**config.mk**
```make
export PLATFORM = sky130hd
export DESIGN_NAME = uart_tx_arbiter
export DESIGN_NICKNAME = d
export VERILOG_FILES = /design/src/rtl/uart_pkg.sv /design/src/rtl/uart_rr_pick.sv /design/src/rtl/uart_tx_arbiter.sv
export SDC_FILE = /design/constraint.sdc
export NUM_CORES = 1
export LEC_CHECK = 0
export ABC_AREA = 1
export CAP_MARGIN = 30
export CORE_UTILIZATION = 45
export CTS_CLUSTER_SIZE = 30
export DETAILED_ROUTE_END_ITERATION = 8
export PLACE_DENSITY = 0.87
export SLEW_MARGIN = 20
export SYNTH_ARGS = -nofsm -noshare
export SYNTH_HDL_FRONTEND = slang
export SYNTH_SLANG_ARGS = --single-unit
export TNS_END_PERCENT = 50
```
**constraint.sdc**
```tcl
create_clock -name clk -period 2.06 [get_ports clk]
set_clock_uncertainty 0.1 [all_clocks]
set_input_delay 0.515 -clock clk [delete_from_list [all_inputs] [get_ports clk]]
set_output_delay 0.515 -clock clk [all_outputs]
set_load 0.01 [all_outputs]
```
**src/rtl/uart_pkg.sv**
```systemverilog
`default_nettype none
// ==== uart_pkg: shared types and helpers for the UART transmit arbiter | rev 1.0 ====
package uart_pkg;

  typedef enum logic [1:0] {
    ARB_IDLE      = 2'd0,
    ARB_ISSUE     = 2'd1,
    ARB_WAIT_DONE = 2'd2
  } arb_state_t;

  localparam int UART_DATA_W = 8;

  // Cycles for one 10-bit frame plus the transmitter's completion cycle.
  function automatic int uart_frame_cycles(input int clk_freq, input int baud_rate);
    return 10 * (clk_freq / baud_rate) + 1;
  endfunction

endpackage
`default_nettype wire

```
**src/rtl/uart_rr_pick.sv**
```systemverilog
`default_nettype none
// ==== uart_rr_pick: rotating-priority encoder, nearest request after last_grant wins | rev 1.0 ====
module uart_rr_pick
  import uart_pkg::*;
#(
  parameter int NUM_REQ = 4,
  parameter int ID_W    = $clog2(NUM_REQ)
) (
  input  logic [NUM_REQ-1:0] req_i,
  input  logic [ID_W-1:0]    last_grant_i,
  output logic               any_req_o,
  output logic [ID_W-1:0]    grant_id_o
);

  logic [ID_W-1:0] w_cand;

  always_comb begin
    any_req_o  = |req_i;
    grant_id_o = last_grant_i;
    w_cand     = '0;
    // Scan farthest-first so the closest set bit after last_grant is the one that sticks.
    for (int k = NUM_REQ; k >= 1; k--) begin
      w_cand = ID_W'((int'(last_grant_i) + k) % NUM_REQ);
      if (req_i[w_cand]) begin
        grant_id_o = w_cand;
      end
    end
  end

endmodule
`default_nettype wire

```
**src/rtl/uart_tx_arbiter.sv**
```systemverilog
`default_nettype none
// ==== uart_tx_arbiter: round-robin sharing of one UART transmitter with watchdog | rev 1.0 ====
module uart_tx_arbiter
  import uart_pkg::*;
#(
  parameter int NUM_REQ        = 4,
  parameter int TIMEOUT_CYCLES = 32768
) (
  input  logic                       clk,
  input  logic                       rst,
  input  logic [NUM_REQ-1:0]         req,
  input  logic [NUM_REQ*8-1:0]       req_data,
  output logic [NUM_REQ-1:0]         ack,
  output logic [NUM_REQ-1:0]         done,
  output logic                       uart_start,
  output logic [7:0]                 uart_data,
  input  logic                       uart_done_tx,
  output logic                       busy,
  output logic [$clog2(NUM_REQ)-1:0] cur_id,
  output logic                       timeout_err,
  input  logic                       err_clr
);

  localparam int ID_W  = $clog2(NUM_REQ);
  localparam int CNT_W = $clog2(TIMEOUT_CYCLES);
  localparam logic [CNT_W-1:0] WD_LAST = CNT_W'(TIMEOUT_CYCLES - 1);

  arb_state_t             state_q;
  logic [ID_W-1:0]        cur_id_q;
  logic [ID_W-1:0]        last_grant_q;
  logic [UART_DATA_W-1:0] data_q;
  logic [CNT_W-1:0]       wd_q;
  logic                   busy_q;
  logic                   err_q;
  logic                   done_pend_q;

  logic                   w_any_req;
  logic [ID_W-1:0]        w_grant_id;
  logic [UART_DATA_W-1:0] w_sel_byte;
  logic [NUM_REQ-1:0]     w_onehot;

  uart_rr_pick #(
    .NUM_REQ (NUM_REQ),
    .ID_W    (ID_W)
  ) u_pick (
    .req_i        (req),
    .last_grant_i (last_grant_q),
    .any_req_o    (w_any_req),
    .grant_id_o   (w_grant_id)
  );

  always_comb begin
    w_sel_byte = '0;
    for (int i = 0; i < NUM_REQ; i++) begin
      if (w_grant_id == ID_W'(i)) begin
        w_sel_byte = req_data[i*8 +: 8];
      end
    end
  end

  always_ff @(posedge clk) begin
    if (rst) begin
      state_q      <= ARB_IDLE;
      cur_id_q     <= '0;
      last_grant_q <= ID_W'(NUM_REQ - 1);
      data_q       <= '0;
      wd_q         <= '0;
      busy_q       <= 1'b0;
      err_q        <= 1'b0;
      done_pend_q  <= 1'b0;
    end else begin
      done_pend_q <= 1'b0;
      if (err_clr) begin
        err_q <= 1'b0;
      end
      case (state_q)
        ARB_IDLE: begin
          if (w_any_req) begin
            cur_id_q <= w_grant_id;
            data_q   <= w_sel_byte;
            busy_q   <= 1'b1;
            state_q  <= ARB_ISSUE;
          end
        end
        ARB_ISSUE: begin
          wd_q    <= '0;
          state_q <= ARB_WAIT_DONE;
        end
        ARB_WAIT_DONE: begin
          wd_q <= wd_q + CNT_W'(1);
          // A completion in the same cycle as the watchdog expiry is a success.
          if (uart_done_tx) begin
            done_pend_q  <= 1'b1;
            last_grant_q <= cur_id_q;
            busy_q       <= 1'b0;
            state_q      <= ARB_IDLE;
          end else if (wd_q == WD_LAST) begin
            err_q        <= 1'b1;
            last_grant_q <= cur_id_q;
            busy_q       <= 1'b0;
            state_q      <= ARB_IDLE;
          end
        end
        default: state_q <= ARB_IDLE;
      endcase
    end
  end

  // done_pend_q is only high in the IDLE cycle after completion, while cur_id_q still names the finished requester.
  assign w_onehot    = {{(NUM_REQ-1){1'b0}}, 1'b1} << cur_id_q;
  assign ack         = (state_q == ARB_ISSUE) ? w_onehot : '0;
  assign done        = done_pend_q ? w_onehot : '0;
  assign uart_start  = (state_q == ARB_ISSUE);
  assign uart_data   = data_q;
  assign busy        = busy_q;
  assign cur_id      = cur_id_q;
  assign timeout_err = err_q;

endmodule
`default_nettype wire

```
## After elaboration in Yosys (flattened, before gate mapping)

Index checks and enable logic that the tools add are counted.

- Register bits after elaboration: 32
- Memories: 0
- Bits in writable memories: 0
- Output and inout bits: 21
- Input bits: 40
- Memory bits (read-only): 0
- Bits in latches: 0

- Muxes and demuxes: 34
- Add/subtract/negate cells: 5
- Shift-type cells: 1
- Reductions and logical operators: 11
- Divide/modulo/power cells: 0
- Multiply operators: 0
- Bitwise operators: 1
- Magnitude comparators: 4
- Equality and inequality tests: 8

Operators by type and width:

| kind | count |
|---|---|
| 8-bit two-way mux | 4 |
| 15-bit one-hot mux with 2 select lines | 1 |
| 2-bit two-way mux | 9 |
| 15-bit by 1-bit adder with 15-bit output, second input constant | 1 |
| 15-bit == test, second input constant | 1 |
| 2-bit by 3-bit < comparator with 1-bit output, second input constant | 4 |
| 1-bit two-way mux | 12 |
| 1-bit binary-select mux with 2-bit select | 4 |
| 4-bit two-way mux | 2 |
| 2-bit == test, second input constant | 3 |
| 2-bit one-hot mux with 3 select lines | 1 |
| 2-bit AND reduction | 3 |
| 2-bit nonzero test | 3 |
| 2-bit by 1-bit adder with 2-bit output, second input constant | 2 |
| 2-bit adder, second input constant | 2 |
| 2-bit by 1-bit == test with 1-bit output, second input constant | 2 |
| 2-bit logical NOT | 2 |
| 4-bit OR reduction | 1 |
| 1-bit by 2-bit left shift with 4-bit output, first input constant | 1 |
| 3-bit inequality test, second input constant | 1 |
| 3-bit AND reduction | 1 |
| 2-bit by 1-bit inequality test with 1-bit output, second input constant | 1 |
| 1-bit one-hot mux with 2 select lines | 1 |
| 2-bit OR reduction | 1 |
| 1-bit NOT | 1 |

## Logic depth before layout (Yosys ltp)

- Word-level depth: 12
- Depth in mapped cells: 16
- Mapped depth without buffers: 14

## By module

From an unflattened synthesis, not the netlist that was laid out.

- Cell total of the unflattened synthesis: 292
- Area total of the unflattened synthesis: 1900.6 µm²

By module, submodules not included:

| module | cells an instance | seq. area each (µm²) | area each (µm²) | times used |
|---|---|---|---|---|
| uart_tx_arbiter | 249 | 640.6 | 1696.6 | 1 |
| uart_rr_pick | 43 | 0.0 | 203.9 | 1 |

## Worst setup path after synthesis

Ideal clock, no wire load.

- Path type: register -> register
- From: register state_q[0]
- To: register wd_q[13]
- Arrival: 1.698 ns
- Setup slack: 0.192 ns
- Buffers on the path: 1
- Setup time: 0.070 ns
- Cell stages (with the launch flop): 14
- Cell sequence: dfxtp_1 -> inv_1 -> ha_1 -> buf_2 -> nand2_1 -> nor2_1 -> nand2_1 -> nor2_1 -> inv_1 -> nor2_1 -> nand4_1 -> nor2_1 -> o21ai_0 -> a21oi_1

- Longest elaborated chain between the ends: 2

RTL lines:

| item | line | source |
|---|---|---|
| start: declaration | uart_tx_arbiter.sv:28 | `arb_state_t state_q;` |
| start signal: assignment | uart_tx_arbiter.sv:63 | `state_q <= ARB_IDLE;` |
| start signal: assignment | uart_tx_arbiter.sv:82 | `state_q <= ARB_ISSUE;` |
| start signal: assignment | uart_tx_arbiter.sv:87 | `state_q <= ARB_WAIT_DONE;` |
| 2-bit == test / 2-bit by 1-bit == test with 1-bit output (equally long branches) | uart_tx_arbiter.sv:76 | `case (state_q)` |
| 15-bit one-hot mux with 2 select lines / 2-bit nonzero test (equally long branches) | -- |  |
| end signal: assignment | uart_tx_arbiter.sv:90 | `wd_q <= wd_q + CNT_W'(1);` |
| end: declaration | uart_tx_arbiter.sv:32 | `logic [CNT_W-1:0] wd_q;` |

Parallel ways exist; a longest one is shown, timed or not.
A chain may end at the register's enable or synchronous reset.

## Worst setup path after layout

- From: register state_q[1]
- To: output port ack[0]

- Longest elaborated chain between the ends: 2

RTL lines:

| item | line | source |
|---|---|---|
| 2-bit by 1-bit == test with 1-bit output | uart_tx_arbiter.sv:111 | `assign ack = (state_q == ARB_ISSUE) ? w_onehot : '0;` |
| 4-bit two-way mux | uart_tx_arbiter.sv:111 |  |
| end: declaration | uart_tx_arbiter.sv:13 | `output logic [NUM_REQ-1:0] ack,` |

Every way passes these cells.

==> out/metrics.csv <==
stage;metric;value;unit
worst_hold_path;hold_path.class;register to register;
clocking;cts_tree;done;
finish;antenna_cells;0;
synth;synth_xor_xnor_area_share;0;%
worst_setup_path;critPathCapture;ack[0];
sta;setup_tns;0;ns
worst_setup_path;endpoint_kind;output port;
grt;grt_pass1_wl;8860;um
grt;grt_max_degree;17;
clocking;clock_latency;0.28;ns
worst_setup_path;setup.worst_path.start;state_q[1];
floorplan;ioPinCount;61;
place;dp.cells;436;
worst_setup_path;reg2reg_from;state_q[1];
clocking;cts_made_buffers;5;
synth;syn_avg_cell_area;6.67;sq um
synth;synth_area;2090;sq um
grt;grt_remaining_overflow;0;
status;outcome;finished, final reports clean;
synth;muxShareOfSynthArea;0;%
sta;rsz0062_at_grt;true;
grt;grt.total_usage;22.3;%
sta;hold_viol;0;
synth;synth_top_family_by_area;simple AND/OR/NAND/NOR gates;
synth;synth_ff_type;dfxtp_1;
synth;synthTopCellsByCount;inv_1, nand2_1, dfxtp_1, a21oi_1, nor2_1;
grt;grt_pass1_vias;2123;
worst_setup_path;worst-path-max-fanout;5;
floorplan;die_y;70.2;um
finish;post-route-util;67.5;%
synth;synth_area_leaders;dfxtp_1, inv_1, nand2_1;
synth;ys_seq_elements;32;
clocking;cts_root_buffer;clkbuf_8;
synth;syn_inst;314;
synth;yosysWarnings;0;
sta;finalCriticalPeriod;2.02;ns
run;drv_cap;0;
place;placed_cell_area;2870;sq um
synth;synthesis.nets;359;
synth;synthSimpleGateAreaFrac;36.8;%
routing;first_iter_violations;171;
power_and_ir_drop;ir_drop;0.000413;V
finish;fin_nets;437;
power_and_ir_drop;p_leak;1.49;nW
synth;synth_fa_ha_area_share;2.99;%
floorplan;rows;24;
clocking;cts_sinks;32;
sta;finalMaxSlewViolations;0;
sta;setup_viol;0;
place;gp_congestion;0.840;
sta;timing.fmax;494;MHz
clocking;htreeDepth;2;
finish;register_area;646;sq um
synth;synthMostInstantiatedCell;inv_1;
sta;fin_crit_sh;98.3;%
worst_setup_path;reg2reg_setup_slack;0.08;ns
worst_setup_path;required;1.44;ns
routing;first_pass_iters;4;
floorplan;fp.coreArea;4410;sq um
finish;syn2layout_area_growth;42.3;%
worst_setup_path;path_class;register to output port;
routing;drt_wl_total;5330;um
floorplan;start_util;47.4;%
power_and_ir_drop;p_per_area;739;nW/um^2
worst_setup_path;r2r-end;wd_q[13];
floorplan;die_area;4930;sq um
routing;drt-vias-per-instance;5.11;
power_and_ir_drop;power;2.20;mW
finish;multi_input_area;1150;sq um
worst_setup_path;r2r_cells;12;
synth;synth_compound_area_share;13.4;%
worst_setup_path;startpoint_type;register;
finish;fin_area;2980;sq um
sta;relSlewSlack;77.1;%
place;io_buffer_count;60;
synth;async_reset_ff_share;0;%
clocking;clk_path_buf_depth;2;
place;dp_hpwl;4150;um
routing;drc_errors;0;
routing;vias;2268;
sta;tightest_slew;0.340;ns
synth;synth.distinct_cells;31;
synth;synth_edf_count;0;
grt;antenna_found_initial;0;
finish;drive_gt1_share;17.9;%
finish;fillCellCount;376;
synth;synth_top_area_share;30.6;%
floorplan;fp.dieW;70.2;um
routing;ant_nets;0;
synth;synth_area_leader_cell;dfxtp_1;
synth;ys_seq_area_share;30.6;%
routing;routedWlPerCell;12.0;um
clocking;clk_pin_slew;0.06;ns
finish;layout.cells.non_filler;444;
worst_setup_path;arrival;1.41;ns
-- routing by layer --
layer | up-vias | share of wire, % | track usage [%] | wire length, um
li1 | 1157 | - | - | -
met1 | 1040 | 43 | 26.2 | 2270
met2 | 60 | 51 | 38.8 | 2700
met3 | 11 | 4.6 | 5.92 | 247
met4 | 0 | 2.0 | 7.78 | 106
met5 | - | 0 | 0 | 0
-- state kept, by name, indices dropped and copies added (netlist names) --
name and count:
done_pend_q 1, cur_id 2, state_q 2, wd_q 15
busy 1, uart_data 8, timeout_err 1, last_grant_q 2
-- stage by stage --
| stage | setup slack (ns) | hold WS (ns) |
|---|---|---|
| final | 0.0358 | 0.342 |
| after CTS | 0.00401 | 0.349 |
| after global placement | -0.265 | 0.330 |
| after floorplan | 0.192 | 0.321 |
| after global routing | -0.127 | 0.366 |
| after detailed placement | -0.356 | 0.340 |
-- cell families after synthesis --
kind of cell,after synthesis
AOI/OAI and AO/OA,50
adders and majority gates,5
buffers and inverters,78
DFF,32
and+or+nand+nor,149
-- power breakdown --
part | internal, mW | switching, mW | total, mW
logic | 0.473 | 0.531 | 1.00
registers | 0.696 | 0.0610 | 0.757
clock network | 0.229 | 0.210 | 0.439
total | 1.40 | 0.803 | 2.20
-- worst max-delay path, cell delays in order, from the launching register on --
cell           delay (ns)
dfxtp_2              0.33
inv_1                0.13
ha_1                 0.20
inv_2                0.07
nor3_2               0.11
dlygate4sd2_1        0.28
-- cell type report --
class,count,share of cell area (%)
inverter,70,9.32
tap,52,2.18
clock inverter,1,0.168
timing repair buffer,79,25.5
sequential,32,21.7
multi-input combinational,204,38.7
clock buffer,6,2.43
-- how the worst min path moves through the flow --
| stage | start | end | depth (start not counted) |
|---|---|---|---|
| after detailed placement | wd_q[5] | wd_q[5] | 2 |
| after global routing | wd_q[5] | wd_q[5] | 2 |
| after CTS | wd_q[5] | wd_q[5] | 2 |
| final | wd_q[5] | wd_q[5] | 2 |
| after floorplan | wd_q[5] | wd_q[5] | 2 |
| after global placement | wd_q[5] | wd_q[5] | 2 |
-- layout by cell type (no fill, tap or decap), types with 4 or more instances in the layout --
master / count
a21oi_1: 20
buf_4: 16
clkbuf_8: 5
clkdlybuf4s50_1: 47
dfxtp_1: 28
dfxtp_2: 4
dlygate4sd2_1: 8
ha_1: 4
inv_1: 65
nand2_1: 59
nand2_2: 12
nand2_4: 6
nand3_1: 15
nand4_1: 18
nor2_1: 16
nor3_1: 10
nor3_2: 4
o21ai_0: 17
-- what timing repair did --
item,4_1_cts,5_1_grt
setup endpoints to repair,15,18
pin swaps,3,1
gates resized for setup,12,20
hold buffers,0,0
buffers inserted,0,1
(Power assumes the default switching activity.)
==> RTL edit 1, RTL diff (same flow settings) <==
Put one more register stage on the output `timeout_err`, cleared by the reset. The value now appears one clock later. The other outputs are not delayed to match.
--- a/src/rtl/uart_tx_arbiter.sv
+++ b/src/rtl/uart_tx_arbiter.sv
@@ -114,7 +114,13 @@
   assign uart_data   = data_q;
   assign busy        = busy_q;
   assign cur_id      = cur_id_q;
-  assign timeout_err = err_q;
+  always_ff @(posedge clk) begin
+    if (rst) begin
+      timeout_err <= '0;
+    end else begin
+      timeout_err <= err_q;
+    end
+  end
 
 endmodule
 `default_nettype wire
Check against the original RTL: no difference found for any inputs over 4 cycles, from zero or initial values and one cycle with rst high; that may be too few to reach the edited logic, so the function may still have changed.
==> RTL edit 1 against the unedited design <==
Area after synthesis down 4.0%; sequential cell count grew 1; design area down 1.3%; worst hold slack gained 0.015 ns; utilization rose by 3.5 points; global-route usage is 2.0 points higher; worst setup slack better by 0.084 ns; total power grew 7.9%; sequential power about the same; routed wire length grew 2.0%; critical endpoint unchanged; largest power group unchanged; highest routed layer unchanged.
==> RTL edit 1: results (changes against the unedited design) <==
| Metric | Value |
|---|---|
| LEAKAGE | 0.00136 µW (-8.9%) |
| WHS | 0.357 ns (+0.0154 ns) |
| Critical-path maximum fanout | 4 (-1) |
| GRT Total Usage | 24.3% (+2.0 points) |
| Layout cells sized above 1 | 17.2% (-0.64 points) |
| Hold path startpoint | err_q$_SDFF_PP0_ |
| Status | finished clean |
| Vias in the first global route | 2079 (-2.1%) |
| Sequential fraction of the synthesis area | 32.9% (+2.3 points) |
| R2R Path Start | last_grant_q[0]$_SDFFE_PP1P_ |
| Post-synth top cells | nand2_1 (70), inv_1 (51), dfxtp_1 (33) |
| Worst Path Arrival | 1.33 ns (-0.08 ns) |
| Placer Congestion | 0.856 (+2.0%) |
| Effective utilization at floorplan | 48.5% (+1.1 points) |
| Post-DR wirelength/cell | 12.2 µm (+1.7%) |
| Resized Gates After CTS | 16 (+4) |
| Vias/cell | 5.03 (-1.5%) |
| Global-route wire length before repair | 8560 µm (-3.4%) |
| Synth cell types | 33 (+6.5%) |
| Max rail drop VDD | 0.475 mV (+15%) |
| Worst reg2reg endpoint | uart_data[3]$_SDFFE_PP0P_ |
| Final min period | 1.94 ns (-0.0836 ns) |
| FILL cells | 358 (-4.8%) |
| Cells on worst reg2reg path | 13 (+1) |
| Syn nets | 354 (-1.4%) |
| Initial DRC Count | 167 (-2.3%) |
| Nets | 439 (+0.46%) |
| Worst-margin pin slew | 0.371 ns (+0.0308 ns) |
| Largest net degree at the start of global routing | 16 (-1) |
| Flop2flop setup slack | 0.15 ns (+0.07 ns) |
| Dpl hpwl | 4090 µm (-1.4%) |
[RTL edit 1: layout make-up]
cell class              count  area (µm²)  area share (%)
multi-input cells         213        1100            37.4
repair buffers             85         781            26.5
flip-flops and latches     33         662            22.5
inverters                  55         216            7.36
clock buffers               7        86.3            2.93
well taps                  50        62.6            2.13
clock inverters             1        30.0            1.02
repair inverters            1        3.75           0.128
[RTL edit 1: where the power goes]
part,switching [µW],internal [µW],total [µW]
clock,229,394,623
sequential,48.7,710,758
combinational,520,475,995
total,798,1580,2380
[RTL edit 1: stage by stage]
| stage | std cells | cell area, µm² | utilization, % |
|---|---|---|---|
| final | 445 | 2940 | 71.0 |
| after global routing | 445 | 2940 | 71.0 |
| after CTS | 445 | 2940 | 70.8 |
| after detailed placement | 432 | 2790 | 67.3 |
| after global placement | 432 | 2790 | 67.3 |
| after floorplan | 309 | 2010 | - |
[RTL edit 1: critical path, stage by stage (launching register included)]
cell           delay [ns]
dfxtp_1              0.31
inv_1                0.07
ha_1                 0.17
inv_1                0.09
nor3_1               0.12
dlygate4sd2_1        0.28
[RTL edit 1: cell families (layout without fill, tap and decap cells)]
kind of cell,Yosys count,count (layout),share of synthesized area [%]
buffers and inverters,64,149,13.8
AND/OR/NAND/NOR,160,161,36.2
flip-flops,33,33,32.9
adder cells (fa/ha/maj),5,5,3.11
AO/OA/AOI/OAI,45,45,13.2
XOR/XNOR,2,2,0.871
[RTL edit 1: metal layers]
layer / up-vias / GRT usage (%) / share of wire, %
met4: 0 / 10.7 / 2.4
met5: - / 0 / 0
li1: 1148 / - / -
met3: 14 / 6.25 / 7.0
met2: 81 / 43.7 / 48
met1: 997 / 26.5 / 42
==> RTL edit 2, RTL diff (same settings) <==
Made on the original files. `TIMEOUT_CYCLES`: 32768 -> 131072.
--- a/src/rtl/uart_tx_arbiter.sv
+++ b/src/rtl/uart_tx_arbiter.sv
@@ -4,7 +4,7 @@
   import uart_pkg::*;
 #(
   parameter int NUM_REQ        = 4,
-  parameter int TIMEOUT_CYCLES = 32768
+  parameter int TIMEOUT_CYCLES = 131072
 ) (
   input  logic                       clk,
   input  logic                       rst,
Function: same outputs for any inputs over 4 cycles, from zero or initial values and one cycle with rst high; that may be too few to reach the edited logic, so the function may still have changed.
==> RTL edit 2 against the unedited design <==
The flow now finishes with violations (design-rule violations); total power grew 11%; worst setup slack improved by 0.0019 ns; area after synthesis rose by 3.2%; count of clock-buffer cells in the layout grew 1; routed wire length grew 7.9%; sequential cell count increased by 2; design area grew 7.3%; fmax hardly changed; largest power group unchanged.
==> RTL edit 2: results (changes against the unedited design) <==
| Metric | Value |
|---|---|
| Initial DRC Count | 102 (-40%) |
| R2R Path Start | last_grant_q[0]$_SDFFE_PP1P_ |
| Max reg flops | 17 (+2) |
| Max rail drop VDD | 0.405 mV (-1.8%) |
| Syn Area/Cell | 6.91 µm² (+3.6%) |
| Post-synth top cells | nand2_1 (64), inv_1 (52), dfxtp_1 (34) |
| Vias in the first global route | 2199 (+3.6%) |
| Synth Area in XOR/XNOR | 0.810% (+0.81 points) |
| Synth cell types | 40 (+29%) |
| Critical-path maximum fanout | 3 (-2) |
| FILL cells | 325 (-14%) |
| WHS | 0.378 ns (+0.0365 ns) |
| Pre-CTS WS | -0.373 ns (-0.0170 ns) |
| Post-DR wirelength/cell | 12.6 µm (+5.0%) |
| Cells on worst reg2reg path | 15 (+3) |
| Nets | 449 (+2.7%) |
| Placer Congestion | 0.835 (-0.54%) |
| Failing checks | design-rule violations |
| DRC | 3 (+3) |
| Global-route wire length before repair | 9160 µm (+3.4%) |
| Status | complete, but fails checks |
| Hold path startpoint | wd_q[14]$_SDFFE_PP0P_ |
| Crit-path max cell delay | 0.53 ns (+0.20 ns) |
| GRT Total Usage | 22.6% (+0.29 points) |
| Synth Area in Adders | 3.47% (+0.49 points) |
| Post-placement cell count | 443 (+1.6%) |
[RTL edit 2: cell types whose count changed after synthesis, moves of 3 or more]
| cell | unedited run | this run |
|---|---|---|
| a21oi_2 | 3 | 6 |
| nor3_1 | 14 | 19 |
| nand2_1 | 59 | 64 |
| nand3_1 | 15 | 25 |
| nand3_2 | 0 | 4 |
| nand3b_1 | 0 | 5 |
| nor2_1 | 19 | 10 |
| inv_1 | 66 | 52 |
| nand4_1 | 18 | 1 |
[RTL edit 2: where the power goes]
group	switching [µW]	total (µW)	internal (µW)
clock	243	512	269
combinational	590	1140	551
sequential	53.7	784	730
[RTL edit 2: final cells by class]
cell class | count | area [µm²] | share of cell area [%]
Clock buffer | 7 | 86.3 | 2.70
Clock inverter | 1 | 5.00 | 0.156
Inverter | 57 | 230 | 7.20
Multi-Input combinational cell | 217 | 1290 | 40.5
Sequential cell | 34 | 684 | 21.4
Tap cell | 52 | 65.1 | 2.03
Timing Repair Buffer | 88 | 832 | 26.0
[RTL edit 2: worst max-delay path by stage]
| stage | slack [ns] | from | endpoint |
|---|---|---|---|
| finish | 0.04 | state_q[1]$_SDFFE_PP0P_ | uart_start |
| global route | -0.05 | wd_q[0]$_SDFFE_PP0P_ | state_q[1]$_SDFFE_PP0P_ |
| CTS | -0.03 | req[3] | uart_data[6]$_SDFFE_PP0P_ |
| detailed placement | -0.37 | req[1] | uart_data[3]$_SDFFE_PP0P_ |
| global placement | -0.35 | req[1] | uart_data[3]$_SDFFE_PP0P_ |
| floorplan | 0.12 | wd_q[0]$_SDFFE_PP0P_ | state_q[0]$_SDFFE_PP0P_ |
[RTL edit 2: metal layers]
metal	wire, µm	GRT usage [%]
met5	0	0
met4	129	9.11
met3	347	5.49
met2	2880	40.0
met1	2390	26.2
